File: src/rtl/md_sum_framer.sv
// Accumulates FRAME_LEN 2-bit samples (or a flushed partial frame) into a
// 4-bit sum and count, then holds the frame until the consumer takes it.
module md_sum_framer #(
  parameter int unsigned FRAME_LEN = 4
) (
  input  logic       CLK,
  input  logic       RST_N,
  input  logic [1:0] IN_E,
  input  logic       IN_VALID,
  output logic       OUT_READY,
  input  logic       IN_FLUSH,
  output logic [3:0] OUT_SUM,
  output logic [2:0] OUT_CNT,
  output logic       OUT_VALID,
  input  logic       IN_READY
);

  localparam int unsigned SUM_W = 4;
  localparam int unsigned CNT_W = 3;

  typedef enum logic [1:0] {
    IDLE = 2'd0,
    ACC  = 2'd1,
    HOLD = 2'd2
  } state_e;

  state_e             state_q, state_d;
  logic [SUM_W-1:0]   sum_q, sum_d, sum_inc;
  logic [CNT_W-1:0]   cnt_q, cnt_d, cnt_inc;
  logic [SUM_W-1:0]   out_sum_q, out_sum_d;
  logic [CNT_W-1:0]   out_cnt_q, out_cnt_d;
  logic               out_valid_q, out_valid_d;
  logic               accept;

  // Ready is a pure state decode so no input can reach it combinationally.
  assign OUT_READY = (state_q != HOLD);
  assign accept    = IN_VALID && OUT_READY;
  assign sum_inc   = sum_q + SUM_W'(IN_E);
  assign cnt_inc   = cnt_q + CNT_W'(1);

  assign OUT_SUM   = out_sum_q;
  assign OUT_CNT   = out_cnt_q;
  assign OUT_VALID = out_valid_q;

  always_comb begin
    state_d     = state_q;
    sum_d       = sum_q;
    cnt_d       = cnt_q;
    out_sum_d   = out_sum_q;
    out_cnt_d   = out_cnt_q;
    out_valid_d = out_valid_q;
    unique case (state_q)
      IDLE: begin
        if (accept) begin
          sum_d = SUM_W'(IN_E);
          cnt_d = CNT_W'(1);
          if (FRAME_LEN == 1) begin
            state_d     = HOLD;
            out_sum_d   = SUM_W'(IN_E);
            out_cnt_d   = CNT_W'(1);
            out_valid_d = 1'b1;
          end else begin
            state_d = ACC;
          end
        end
      end
      ACC: begin
        if (accept) begin
          sum_d = sum_inc;
          cnt_d = cnt_inc;
        end
        // A flush coincident with an accept closes the frame including that sample.
        if ((accept && (cnt_inc == CNT_W'(FRAME_LEN))) || IN_FLUSH) begin
          state_d     = HOLD;
          out_sum_d   = accept ? sum_inc : sum_q;
          out_cnt_d   = accept ? cnt_inc : cnt_q;
          out_valid_d = 1'b1;
        end
      end
      HOLD: begin
        if (IN_READY) begin
          state_d     = IDLE;
          sum_d       = '0;
          cnt_d       = '0;
          out_sum_d   = '0;
          out_cnt_d   = '0;
          out_valid_d = 1'b0;
        end
      end
      default: begin
        state_d = IDLE;
      end
    endcase
  end

  always_ff @(posedge CLK) begin
    if (!RST_N) begin
      state_q     <= IDLE;
      sum_q       <= '0;
      cnt_q       <= '0;
      out_sum_q   <= '0;
      out_cnt_q   <= '0;
      out_valid_q <= 1'b0;
    end else begin
      state_q     <= state_d;
      sum_q       <= sum_d;
      cnt_q       <= cnt_d;
      out_sum_q   <= out_sum_d;
      out_cnt_q   <= out_cnt_d;
      out_valid_q <= out_valid_d;
    end
  end

endmodule
File: config.mk
export PLATFORM = sky130hd
export DESIGN_NAME = md_sum_framer
export DESIGN_NICKNAME = d
export VERILOG_FILES = /design/src/rtl/md_sum_framer.sv
export SDC_FILE = /design/constraint.sdc
export NUM_CORES = 1
export LEC_CHECK = 0
export ABC_AREA = 1
export CAP_MARGIN = 10
export CORE_MARGIN = 1.5
export CORE_UTILIZATION = 45
export CTS_CLUSTER_DIAMETER = 200
export DETAILED_ROUTE_END_ITERATION = 10
export GPL_ROUTABILITY_DRIVEN = 1
export GPL_TIMING_DRIVEN = 0
export PLACE_DENSITY = 0.68
export SLEW_MARGIN = 20
export SYNTH_ARGS = -nofsm -noshare
export SYNTH_HDL_FRONTEND = slang
export SYNTH_SLANG_ARGS = --single-unit
File: constraint.sdc
create_clock -name CLK -period 2.15 [get_ports CLK]
set_input_delay 0.43 -clock CLK [delete_from_list [all_inputs] [get_ports CLK]]
set_output_delay 0.43 -clock CLK [all_outputs]
set_load 0.02 [all_outputs]
Yosys cells after proc, flatten, opt, wreduce, memory -nomap -nowiden
Index checks and enable logic that the tools add are counted.
Word-level totals
  bits in registers: 17
  input port bits: 7
  output and inout port bits: 9
  logic and storage cells: 43
Operators by class
  add/sub/neg operators: 2
  equal/unequal tests: 7
  mux-type cells: 19
  reduce and logical (&&, ||, !) cells: 9
Operators with widths (number)
  4-bit 2-to-1 mux: 4
  3-bit 2-to-1 mux: 4
  4-bit one-hot mux with 3 select lines: 1
  3-bit one-hot mux with 3 select lines: 1
  3-bit AND reduction: 3
  2-bit != test, second input constant: 4
  4-bit one-hot mux with 2 select lines: 1
  2-bit 2-to-1 mux: 3
  2-bit one-hot mux with 3 select lines: 1
  3-bit one-hot mux with 2 select lines: 1
  4-bit by 2-bit adder with 4-bit output: 1
  3-bit by 1-bit adder with 3-bit output, second input constant: 1
  3-bit == test, second input constant: 1
  3-bit nonzero test: 1
  2-bit by 1-bit == test with 1-bit output, second input constant: 1
  2-bit == test, second input constant: 1
  1-bit logical AND: 2
  2-bit logical NOT: 1
  1-bit 2-to-1 mux: 2
  1-bit one-hot mux with 2 select lines: 1
  2-bit nonzero test: 1
  1-bit logical OR: 1

Depth between registers and ports, before layout
  depth after elaboration: 6
  depth in mapped cells: 11
  mapped depth without buffers: 11

Worst setup path after synthesis
OpenSTA, ideal clock, no wires.
  kind: reg-to-reg
  start: reg state_q[0]
  end: reg sum_q[1]
  data arrival time: 1504 ps
  data required time: 2080 ps
  slack: 576 ps
  cell stages (with the launch flop): 10
  path through: dfxtp_1 -> inv_1 -> ha_1 -> inv_4 -> nand2_4 -> a21oi_4 -> nand2_4 -> nor2_4 -> nand2_1 -> a21oi_1
Between the ends
  word-level cells in the longest chain between the ends: 4
Ends and longest elaborated chain
  start, declared: RTL line 27  | state_e state_q, state_d;
  start signal, assigned: RTL line 105  | state_q <= state_d;
  2-bit != test (*): RTL line 36  | assign OUT_READY = (state_q != HOLD);
  named net OUT_READY: RTL line 10  | output logic OUT_READY,
  1-bit logical AND (*): RTL line 37  | assign accept = IN_VALID && OUT_READY;
  4-bit 2-to-1 mux or 2-bit != test (tied branches)
  4-bit one-hot mux with 3 select lines or 3-bit AND reduction (tied branches)
  end signal, assigned: RTL line 106  | sum_q <= sum_d;
  end, declared: RTL line 28  | logic [SUM_W-1:0] sum_q, sum_d, sum_inc;
Mark *: on every way through the listed nets, which the timed path passes. The rest lies on a longest branch.
A chain may end at the register's enable or synchronous reset.

Final worst setup path
  start: reg state_q[0]
  end: out OUT_READY
Between the ends
  word-level cells in the longest chain between the ends: 1
Ends and longest elaborated chain (RTL line)
  2-bit != test: 36
  end, declared: 10
Every way passes these cells.

==> run metrics <==
top cells by area, synth=dfxtp_1 32%, nand2_1 15%, ha_1 11%; Critical Path, Cell by Cell=inv_1, ha_1, inv_4, dlygate4sd2_1; HP Class=flip-flop to flip-flop; Worst slew margin=71.39%; final hold viol count=0; clk_skew=0.0009563 ns; Root Buffer=clkbuf_4; worst slew pin tran=0.4275 ns; DRC Markers=0; HPWL Detailed=1796 um; post-synthesis sequential area ratio=32.27%; combinational power share=55.8%; clock power share=12.2%; final std cells w/o fill=196; switching part of the total=46.29%; maximum VDD drop=0.0006775 V; sequential power share=32.1%; Top FF cell, synth=dfxtp_1; post-route setup slack=0.1203 ns; CP top delay family=buffers and inverters; largest net degree at the start of global routing=11; setup bufs post-CTS=0; Max Slew Vio Count=0; pre-CTS WS=-0.003638 ns; setup TNS=0 ns; synthesized area per cell=7.079 um^2; PwrDens=1124 nW/um^2; kind of critical path=flip-flop to primary output; Layout area overhead=19.93%; drt pass-1 iters=4; Min Hold Slack=0.4698 ns; Setup violations, final=0; Final ANT Viol Nets=0; total global routing overflow=0; Critical Path AT=1.60 ns; clk slew on worst S/H paths=0.10 ns; antenna violations before repair=0; Post-synth EDFFs=0; Ys Warns=0; CORE AREA=2212 um^2; period utilisation layout=94.41%; clock tree sinks=17; GRT Total Usage=20.24%; placed cell count=192; crit path launch type=flip-flop; I/O pin total=16; Pleak=0.0005298 uW; Synth Register Bits=17; Post-Syn Area=1055 um^2; Final min period=2.030 ns; Gate Count Post-Synth=149; CTS Buffer Depth=2; outcome=finished clean; Die ar.=2644 um^2; crit end category=primary output; most frequent cells after synthesis=42 x nand2_1, 19 x inv_1, 17 x dfxtp_1, 16 x a21oi_1, 11 x nor2_1; Detailed Route WL=2310 um; routed vias/inst=5.005; most frequent cell after synthesis=nand2_1; clk_lat worst skew=0.29 ns; Max FO, Critical Path=9; routed len/inst=11.79 um; Buffers on Ports=15; Starting Density=47.68%; vias in the first global route=941; RSZ-0062 raised after global routing=false; CTS Buf Count=3; Synth cell types=21; die height=51.42 um; area share of the largest cell type after synthesis=32.27%; Internal=763.4 uW; Post-DP Area=1240 um^2; Post-synth ARST share=0%; row count=17; layout cells sized above 1=8.929%; Critical Path Slowest Stage Cell=dfxtp_1; Data required, critical path=1.72 ns; crit path buf inv count=3; Layout Nets=186; post-synth top area cell=dfxtp_1; critical path's largest stage delay=0.42 ns; final instance area=1265 um^2; first-pass GRT wire length=3946 um; Die W=51.42 um; Max Cap Viol=0; drt initial violations=24; CTS tree=done; Net Switching=658.1 uW; post-synth net total=166; Worst R2R Setup Slack=0.28 ns; GP Congestion=0.7841; DR vias=981; fmax=492.7 MHz; number of diodes=0; H-tree levels=1
## final timing paths
| check | endpoint | depth (start not counted) | from |
|---|---|---|---|
| setup / recovery | OUT_READY | 4 | state_q[0]$_SDFFE_PN0P_ |
| hold / removal | OUT_CNT[1]$_SDFFE_PN0P_ | 2 | OUT_CNT[1]$_SDFFE_PN0P_ |
| setup reg to reg | sum_q[1]$_SDFFE_PN0P_ | 10 | state_q[0]$_SDFFE_PN0P_ |
| hold reg to reg | OUT_CNT[1]$_SDFFE_PN0P_ | 2 | OUT_CNT[1]$_SDFFE_PN0P_ |
## flip-flops by register name (all words and copies together) (netlist names)
name       flops
OUT_SUM        4
state_q        2
sum_q          4
OUT_CNT        3
OUT_VALID      1
cnt_q          3
## stage by stage
| step | utilization (%) | total power [uW] |
|---|---|---|
| after floorplan | - | 1028 |
| after global placement | 56.05 | 1236 |
| after detailed placement | 56.05 | 1256 |
| after CTS | 57.18 | 1430 |
| after global routing | 57.18 | 1552 |
| final | 57.18 | 1421 |
## power by group through the flow
stage	Sequential [uW]	Clock [uW]	Combinational (uW)
global route	466	199	886
detailed placement	464	0	793
CTS	456	182	792
finish	456	173	793
floorplan	500	0	528
global placement	460	0	776
## area by class of cell
class	count	area (um^2)
Inverter	21	81.33
Multi-Input combinational cell	110	629.4
Fill cell	227	947.2
Sequential cell	17	340.3
Timing Repair Buffer	15	148.9
Clock buffer	4	26.28
Tap cell	28	35.03
Buffer	1	3.754
## cells in the final DEF (no fill, tap or decap), types with 2 or more instances in the layout
master and n:
a21oi_1 16, clkbuf_1 2, clkbuf_4 3, clkdlybuf4s50_1 14, dfxtp_1 17, ha_1 9
inv_1 19, nand2_1 42, nand2_4 4, nand3_1 6, nand4_1 5, nor2_1 11
nor2_2 3, o21ai_0 7
## metal layers
layer	global-route usage, %	wire, um	part of all wire (%)	vias up
met5	0	0	0	-
met4	7.895	34	1.5	0
met3	5.263	71	3.1	4
met2	36.32	1154	50	18
met1	22.52	1050	45	448
li1	-	-	-	511
## kinds of logic (layout without fill, tap and decap cells)
group	count (synthesis)	in the layout	synth area share, %
adder cells (fa/ha/maj)	10	10	12.57
buffers and inverters	22	41	8.066
flip-flops	17	17	32.27
XOR/XNOR	1	1	0.8305
AO/OA/AOI/OAI	25	25	13.17
AND/OR/NAND/NOR	74	74	33.10
## worst min-delay path, cell delays in order, from the launching register on
cell and delay [ns]:
dfxtp_1 0.32, nand2_1 0.06, a21oi_1 0.06
## what timing repair did
item	in CTS	in global routing
endpoints found under the setup margin	1	0
hold buffers	0	0
endpoints found under the hold margin	0	0
resized for setup	1	0
Power figures use the tool's default switching activity.
